===== config.mk =====
export PLATFORM = sky130hd
export DESIGN_NAME = asca_regfile
export DESIGN_NICKNAME = d
export VERILOG_FILES = /design/src/rtl/asca_pkg.sv /design/src/rtl/asca_stack_ctl.sv /design/src/rtl/asca_regfile.sv
export SDC_FILE = /design/constraint.sdc
export NUM_CORES = 1
export LEC_CHECK = 0
export CORE_UTILIZATION = 55
export DETAILED_ROUTE_END_ITERATION = 16
export DONT_BUFFER_PORTS = 1
export GPL_TIMING_DRIVEN = 0
export PLACE_DENSITY_LB_ADDON = 0.3
export SLEW_MARGIN = 10
export SYNTH_ARGS = -nofsm -noshare
export SYNTH_HDL_FRONTEND = slang
export SYNTH_SLANG_ARGS = --single-unit

===== constraint.sdc =====
create_clock -name clk -period 4.4 [get_ports clk]
set_clock_uncertainty 0.05 [all_clocks]
set_input_delay 0.88 -clock clk [delete_from_list [all_inputs] [get_ports clk]]
set_output_delay 0.88 -clock clk [all_outputs]
set_load 0.1 [all_outputs]

===== src/rtl/asca_pkg.sv =====
// asca_pkg: shared defaults and stack-op encoding for the asca register file.
// Imported by asca_stack_ctl and asca_regfile.
package asca_pkg;

  localparam int          DATA_W_DEF      = 16;
  localparam int          REG_N_DEF       = 4;
  localparam int unsigned STACK_TOP_DEF   = 32'h0000_FFFF;
  localparam int unsigned STACK_DEPTH_DEF = 256;

  typedef enum logic [1:0] {
    OP_IDLE    = 2'd0,
    OP_PUSH    = 2'd1,
    OP_POP     = 2'd2,
    OP_ILLEGAL = 2'd3
  } stk_op_e;

  function automatic stk_op_e stk_op_decode(
    input logic push,
    input logic pop
  );
    stk_op_e op;
    op = OP_IDLE;
    unique case (1'b1)
      (push &  pop): op = OP_ILLEGAL;
      (push & ~pop): op = OP_PUSH;
      (~push & pop): op = OP_POP;
      default:       op = OP_IDLE;
    endcase
    return op;
  endfunction

endpackage


===== src/rtl/asca_stack_ctl.sv =====
// asca_stack_ctl: full-descending stack pointer, entry count,
// sticky error flags and the memory address mux.
module asca_stack_ctl
  import asca_pkg::*;
#(
  parameter int          DATA_W      = DATA_W_DEF,
  parameter int unsigned STACK_TOP   = STACK_TOP_DEF,
  parameter int unsigned STACK_DEPTH = STACK_DEPTH_DEF
) (
  input  logic              clk,
  input  logic              reset,
  input  logic              push,
  input  logic              pop,
  input  logic              err_clr,
  input  logic [DATA_W-1:0] ptr_i,
  output logic [DATA_W-1:0] stk_addr,
  output logic [DATA_W-1:0] sp,
  output logic [DATA_W-1:0] stk_cnt,
  output logic              stk_ovf,
  output logic              stk_unf,
  output logic              stk_err
);

  localparam logic [DATA_W-1:0] TOP_V   = DATA_W'(STACK_TOP);
  localparam logic [DATA_W-1:0] DEPTH_V = DATA_W'(STACK_DEPTH);
  localparam logic [DATA_W-1:0] ONE_V   = DATA_W'(1);

  stk_op_e op;

  logic [DATA_W-1:0] sp_d,  sp_q;
  logic [DATA_W-1:0] cnt_d, cnt_q;
  logic              ovf_d, ovf_q;
  logic              unf_d, unf_q;
  logic              err_d, err_q;
  logic [DATA_W-1:0] sp_inc;
  logic [DATA_W-1:0] sp_dec;

  assign op     = stk_op_decode(push, pop);
  assign sp_inc = sp_q + ONE_V;
  assign sp_dec = sp_q - ONE_V;

  // Clear first, then let any error event this cycle re-set its flag.
  always_comb begin
    sp_d     = sp_q;
    cnt_d    = cnt_q;
    ovf_d    = ovf_q & ~err_clr;
    unf_d    = unf_q & ~err_clr;
    err_d    = err_q & ~err_clr;
    stk_addr = ptr_i;
    unique case (op)
      OP_PUSH: begin
        stk_addr = sp_q;
        if (cnt_q == DEPTH_V) begin
          ovf_d = 1'b1;
        end else begin
          sp_d  = sp_dec;
          cnt_d = cnt_q + ONE_V;
        end
      end
      OP_POP: begin
        stk_addr = sp_inc;
        if (cnt_q == '0) begin
          unf_d = 1'b1;
        end else begin
          sp_d  = sp_inc;
          cnt_d = cnt_q - ONE_V;
        end
      end
      OP_ILLEGAL: begin
        stk_addr = sp_q;
        err_d    = 1'b1;
      end
      OP_IDLE: begin
        stk_addr = ptr_i;
      end
    endcase
  end

  always_ff @(posedge clk) begin
    if (reset) begin
      sp_q  <= TOP_V;
      cnt_q <= '0;
      ovf_q <= 1'b0;
      unf_q <= 1'b0;
      err_q <= 1'b0;
    end else begin
      sp_q  <= sp_d;
      cnt_q <= cnt_d;
      ovf_q <= ovf_d;
      unf_q <= unf_d;
      err_q <= err_d;
    end
  end

  assign sp      = sp_q;
  assign stk_cnt = cnt_q;
  assign stk_ovf = ovf_q;
  assign stk_unf = unf_q;
  assign stk_err = err_q;

endmodule


===== src/rtl/asca_regfile.sv =====
// asca_regfile: 2-read/1-write register file with a hardware stack pointer.
// Define ASCA_RF_BYPASS_EN to forward same-cycle writes to the read ports.
module asca_regfile
  import asca_pkg::*;
#(
  parameter int          DATA_W      = DATA_W_DEF,
  parameter int          REG_N       = REG_N_DEF,
  parameter int unsigned STACK_TOP   = STACK_TOP_DEF,
  parameter int unsigned STACK_DEPTH = STACK_DEPTH_DEF
) (
  input  logic              clk,
  input  logic              reset,
  input  logic [REG_N-1:0]  rd_a_idx,
  output logic [DATA_W-1:0] rd_a_data,
  input  logic [REG_N-1:0]  rd_b_idx,
  output logic [DATA_W-1:0] rd_b_data,
  input  logic              wr_en,
  input  logic [REG_N-1:0]  wr_idx,
  input  logic [DATA_W-1:0] wr_data,
  input  logic              push,
  input  logic              pop,
  output logic [DATA_W-1:0] stk_addr,
  output logic [DATA_W-1:0] sp,
  output logic [DATA_W-1:0] stk_cnt,
  output logic              stk_ovf,
  output logic              stk_unf,
  output logic              stk_err,
  input  logic              err_clr
);

  localparam int NREGS = 2 ** REG_N;

  logic [DATA_W-1:0] regs_d [NREGS];
  logic [DATA_W-1:0] regs_q [NREGS];

  always_comb begin
    regs_d = regs_q;
    if (wr_en) begin
      regs_d[wr_idx] = wr_data;
    end
  end

  always_ff @(posedge clk) begin
    if (reset) begin
      for (int i = 0; i < NREGS; i++) begin
        regs_q[i] <= '0;
      end
    end else begin
      regs_q <= regs_d;
    end
  end

  always_comb begin
    rd_a_data = regs_q[rd_a_idx];
    rd_b_data = regs_q[rd_b_idx];
`ifdef ASCA_RF_BYPASS_EN
    if (wr_en && (wr_idx == rd_a_idx)) begin
      rd_a_data = wr_data;
    end
    if (wr_en && (wr_idx == rd_b_idx)) begin
      rd_b_data = wr_data;
    end
`else
`endif
  end

  // Port B doubles as the memory pointer when the stack is idle.
  asca_stack_ctl #(
    .DATA_W      (DATA_W),
    .STACK_TOP   (STACK_TOP),
    .STACK_DEPTH (STACK_DEPTH)
  ) u_stack_ctl (
    .clk      (clk),
    .reset    (reset),
    .push     (push),
    .pop      (pop),
    .err_clr  (err_clr),
    .ptr_i    (rd_b_data),
    .stk_addr (stk_addr),
    .sp       (sp),
    .stk_cnt  (stk_cnt),
    .stk_ovf  (stk_ovf),
    .stk_unf  (stk_unf),
    .stk_err  (stk_err)
  );

endmodule


After elaboration in Yosys (flattened, before gate mapping)
Index checks and enable logic that the tools add are counted.
{"block": "word_totals", "ff_bits": 291, "input_bits": 34, "out_inout_bits": 83}
{"block": "classes", "addsub": 4, "n_lt_le_gt_ge": 4, "n_eq_ne": 6, "n_mux": 22, "bitwise": 12, "n_reduce_logical": 6}
{"cell": "256-bit bitwise mux", "count": 1}
{"cell": "16-bit 2-to-1 mux", "count": 9}
{"cell": "16-bit binary-select mux with 4-bit select", "count": 2}
{"cell": "16-bit demux with 4-bit select", "count": 1}
{"cell": "16-bit one-hot mux with 2 select lines", "count": 2}
{"cell": "16-bit one-hot mux with 3 select lines", "count": 1}
{"cell": "16-bit by 1-bit adder with 16-bit output, second input constant", "count": 2}
{"cell": "16-bit by 1-bit subtractor with 16-bit output, second input constant", "count": 2}
{"cell": "16-bit by 9-bit equality test with 1-bit output, second input constant", "count": 1}
{"cell": "16-bit logical NOT", "count": 1}
{"cell": "5-bit greater-or-equal comparator, second input constant", "count": 3}
{"cell": "4-bit inverter with 5-bit output", "count": 3}
{"cell": "1-bit AND", "count": 6}
{"cell": "2-bit one-hot mux with 3 select lines", "count": 1}
{"cell": "5-bit by 1-bit less-than comparator with 1-bit output, second input constant", "count": 1}
{"cell": "1-bit 2-to-1 mux", "count": 5}
{"cell": "2-bit equality test, second input constant", "count": 2}
{"cell": "2-bit inequality test, second input constant", "count": 2}
{"cell": "1-bit inverter", "count": 3}
{"cell": "3-bit AND reduction", "count": 1}
{"cell": "2-bit by 1-bit equality test with 1-bit output, second input constant", "count": 1}
{"cell": "2-bit logical NOT", "count": 1}
{"cell": "2-bit nonzero test", "count": 1}
{"cell": "2-bit OR reduction", "count": 1}
{"cell": "1-bit logical AND", "count": 1}

Logic depth before layout (Yosys ltp)
{"block": "depth", "ltp_word": 6, "ltp_mapped": 14, "ltp_nobuf": 9}

By module
Synthesis repeated with hierarchy kept, for this count alone.
{"block": "hier_totals", "hier_cells": 1969, "area_unflattened_um2": 17161.5}
{"module": "asca_regfile", "n_inst": 1, "cells_per_inst": 1495, "area_each_um2": 13850.8, "seq_area_each_um2": 5124.9}
{"module": "asca_stack_ctl", "n_inst": 1, "cells_per_inst": 474, "area_each_um2": 3310.7, "seq_area_each_um2": 700.7}

Worst setup path after synthesis
Ideal clock, no wire load.
{"block": "synth_path", "kind": "register to output", "from": "reg u_stack_ctl.sp_q[0] (netlist: u_stack_ctl.sp[0])", "to": "out stk_addr[2]", "t_arrival_ps": 4904, "setup_slack_ps": -1434, "path_stages_with_launch": 4, "path_buffers": 0, "cell_sequence": "dfxtp_1 > ha_1 > nand2_1 > o311ai_0"}
{"block": "synth_via", "elab_chain_cells": 2}
{"element": "start, declared", "line": "asca_stack_ctl.sv:30", "rtl": "logic [DATA_W-1:0] sp_d, sp_q;"}
{"element": "start signal, assigned", "line": "asca_stack_ctl.sv:87", "rtl": "sp_q <= sp_d;"}
{"element": "16-bit by 1-bit adder with 16-bit output", "line": "asca_stack_ctl.sv:39", "rtl": "assign sp_inc = sp_q + ONE_V;"}
{"element": "16-bit one-hot mux with 3 select lines", "line": "asca_stack_ctl.sv:50", "rtl": "unique case (op)"}
{"element": "end, declared", "line": "asca_regfile.sv:22", "rtl": "output logic [DATA_W-1:0] stk_addr,"}
No other way between the ends.

Worst setup path in the final report
{"block": "layout_path", "from": "in rd_b_idx[0]", "to": "out stk_addr[7]"}
{"block": "layout_via", "elab_chain_cells": 5}
{"element": "start, declared", "line": "asca_regfile.sv:15", "rtl": "input logic [REG_N-1:0] rd_b_idx,"}
{"element": "4-bit inverter with 5-bit output (not written as such)", "line": "asca_regfile.sv:55", "rtl": "rd_b_data = regs_q[rd_b_idx];"}
{"element": "16-bit binary-select mux with 4-bit select", "line": "asca_regfile.sv:55"}
{"element": "16-bit 2-to-1 mux (not written as such) (2 in a row)", "line": "asca_regfile.sv:55"}
{"element": "via rd_b_data[7]", "line": "asca_regfile.sv:16", "rtl": "output logic [DATA_W-1:0] rd_b_data,"}
{"element": "16-bit one-hot mux with 3 select lines", "line": "asca_stack_ctl.sv:50"}
The timed path passes the listed nets, and every way through them passes these cells. The select of a mux whose other input is x is not followed.

==> reports/qor.yml <==
outcome:
  status: "finished, final reports clean"
worst_setup_path:
  r2r_end: "u_stack_ctl.sp[9]"
  r2r_start: "u_stack_ctl.stk_cnt[5]"
  cpPeakStageDelay_ns: 0.79
  crit_fanout: 10
  cp.required_ns: 3.47
  end_kind: "output pin"
  path_common_cell: "mux4_2"
  r2r_cells: 7
  cp.arrival_ns: 3.46
  path_cells: "buf_4 > buf_8 > mux4_2 > mux4_2 > nor2_1 > a21oi_1 > o22a_2"
  regToRegSetupSlack_ns: 1.15
  crit_type: "input port to output pin"
  startpoint_type: "input port"
  crit_start: "rd_b_idx[0]"
  worst_path_max_delay_cell: "mux4_2"
synthesis:
  synth_flop_cell: "dfxtp_1"
  synth.distinct_cells: 66
  postSynth.asyncResetShare_pct: 0
  yosysSeqAreaShare_pct: 37.19
  syn_area_um2: 15670
  ys_seq_elements: 291
  ys_warn_count: 0
  avgSynthCellArea_um2: 8.821
  synthCells: 1776
  synth_enable_flop_cells: 0
  syn-num-nets: 1814
worst_hold_path:
  hp-class: "flip-flop to flip-flop"
  hold_path_startpoint: "regs_q[112]"
  min_path_cells: 2
  whs_endpoint: "regs_q[112]"
finish:
  final_cell_mix: "nand2_1 (566), a21oi_1 (300), dfxtp_1 (283), mux4_2 (160), clkbuf_1 (118)"
  n_antenna_cell: 0
  areaGrowthSynthToFinish_pct: 11.80
  multi_input_area_um2: 9225
  fillers: 2375
  layout-drive-gt1-share_pct: 16.56
  regArea_um2: 5836
  nNetsFinal: 1850
  finalNonFillerCells: 2214
  final_common_cell: "nand2_1"
route:
  wl_mm: 51.82
  vias: 14190
  ant_nets: 0
  drc_errors: 0
  first_pass_iters: 6
  drt-initial-drc-count: 1407
  drt-vias-per-instance: 6.409
  wl_per_cell_um: 23.40
floorplanning:
  rows: 61
  ios: 117
  die_x_um: 170.8
  start_util_pct: 56.08
  core_area_um2: 27930
  die_area_um2: 29160
  die-height_um: 170.8
power_and_ir_drop:
  powerDensity_nw_per_um2: 405.5
  peakVddDrop_mv: 0.2471
  power.total_mw: 7.102
  leakagePower_nw: 5.644
sta:
  finalSetupViolations: 0
  tns_ns: 0
  drv_slew: 0
  tightest_slew_ns: 1.281
  hold_violations: 0
  maxSlewHeadroom_pct: 14.47
  period_needed_ns: 4.385
  fin_crit_sh_pct: 99.67
  rsz0062_at_grt: "true"
  fmax_ghz: 0.2280
grt:
  antenna_found_initial: 1
  grt_max_degree: 14
  grt_pass1_wl_mm: 77.70
  grt.total_usage_pct: 35.51
  grt_overflow_total: 0
  grt_pass1_vias: 13730
placed_design:
  placement.io_buffers: 0
  dp_cells: 2154
  place_congestion: 0.9543
  dp_hpwl_mm: 39.46
clock_tree:
  worstSkewPairLatency_ns: 0.52
  cts_sinks: 291
  cts_buffer_depth: 3
  cts.htree.levels: 2
  clkTransAtPathRegs_ns: 0.05
  cts_tree: "done"
  clockRootBuffer: "clkbuf_16"
  cts_hold_buf: 0
  numCtsBuffers: 34
flow_run:
  cap_violations: 0
-- registers in the layout, summed over array words and instances (netlist names) --
signal               cells
regs_q                 256
u_stack_ctl.sp          16
u_stack_ctl.stk_cnt     16
u_stack_ctl.stk_err      1
u_stack_ctl.stk_ovf      1
u_stack_ctl.stk_unf      1
-- power by group --
group          switching [mW]  total (mW)  internal [mW]
clock                    1.16        2.81           1.66
combinational           0.860        1.26          0.402
sequential              0.328        3.03           2.70
-- layer usage --
metal	part of all wire [%]	vias to the layer above	global-route usage, %
met3	11	184	9.114
li1	-	6357	-
met2	48	849	60.02
met5	0.019	-	0
met1	36	6797	42.60
met4	4.5	2	15.82
-- worst max-delay path: cells and delay by family --
kind	cells	cell delay, ns
AO/OA/AOI/OAI	2	0.51
buffers and inverters	2	0.48
multiplexers	2	1.37
AND/OR/NAND/NOR	1	0.18
-- kinds of logic after synthesis --
kind of cell	synth area share (%)
adder cells (fa/ha/maj)	0.3195
XOR/XNOR	1.342
flip-flops	37.19
buffers and inverters	4.920
multiplexers	23.33
AO/OA/AOI/OAI	13.39
AND/OR/NAND/NOR	19.51
-- final cells by class --
class	count	share of cell area, %
multi-input cells	1307	52.67
flip-flops and latches	291	33.32
clock buffers	50	5.544
plain buffers	170	4.901
well taps	378	2.700
clock inverters	10	0.6930
inverters	8	0.1715
-- metrics by stage --
| step | hold slack (ns) | utilization, % | area (um2) | setup WS (ns) |
|---|---|---|---|---|
| floorplan | 0.3903 | - | 15690 | -0.2569 |
| detailed placement | 0.4065 | 57.91 | 16180 | -0.6097 |
| finish | 0.4141 | 62.70 | 17510 | 0.01455 |
| global route | 0.4302 | 62.70 | 17510 | -0.009255 |
| global placement | 0.3983 | 57.85 | 16160 | -0.6949 |
| CTS | 0.4150 | 62.37 | 17420 | 0.0002915 |
-- repair_timing --
action                                 in CTS  in global routing
setup endpoints to repair                  32                 30
gates resized for setup                    44                 27
buffers inserted                            0                  0
endpoints found under the hold margin       0                  0
pin swaps                                   1                  0
-- how the worst max path moves through the flow --
stage,end,slack [ns],depth (start not counted)
2_1_floorplan,stk_addr[2],-0.26,3
3_3_place_gp,stk_addr[2],-0.69,7
3_5_place_dp,stk_addr[1],-0.61,7
4_1_cts,stk_addr[12],0.0003,6
5_1_grt,stk_addr[4],-0.009,7
6_report,stk_addr[7],0.01,7
-- cell usage after synthesis (all sizes together) (3+ instances only) --
cell type  instances  area, um2
or2                3      18.77
o21ai             15      75.07
mux4             160       3603
o211ai             4      30.03
ha                 4      50.05
nor2              58      217.7
nand4              6      37.54
a21oi            300       1501
o22ai              3      18.77
a31o               3      26.28
mux2i              4      40.04
a31oi              5      31.28
nor2b              7      43.79
and3               7      43.79
and2               5      35.04
nor3              16      91.34
xnor2             23      201.4
o22a              18      157.7
inv                8      30.03
and4               3      26.28
or3               11      75.07
nand2b             5      31.28
a221o              6      60.06
nor4               7      50.05
clkbuf           118      476.7
nand2            567       2131
dfxtp            291       5826
nand3             26      130.1
or4                6      50.05
a22oi              7      52.55
buf               52      264.0
Note: power is estimated with default switching activity, not from simulation.
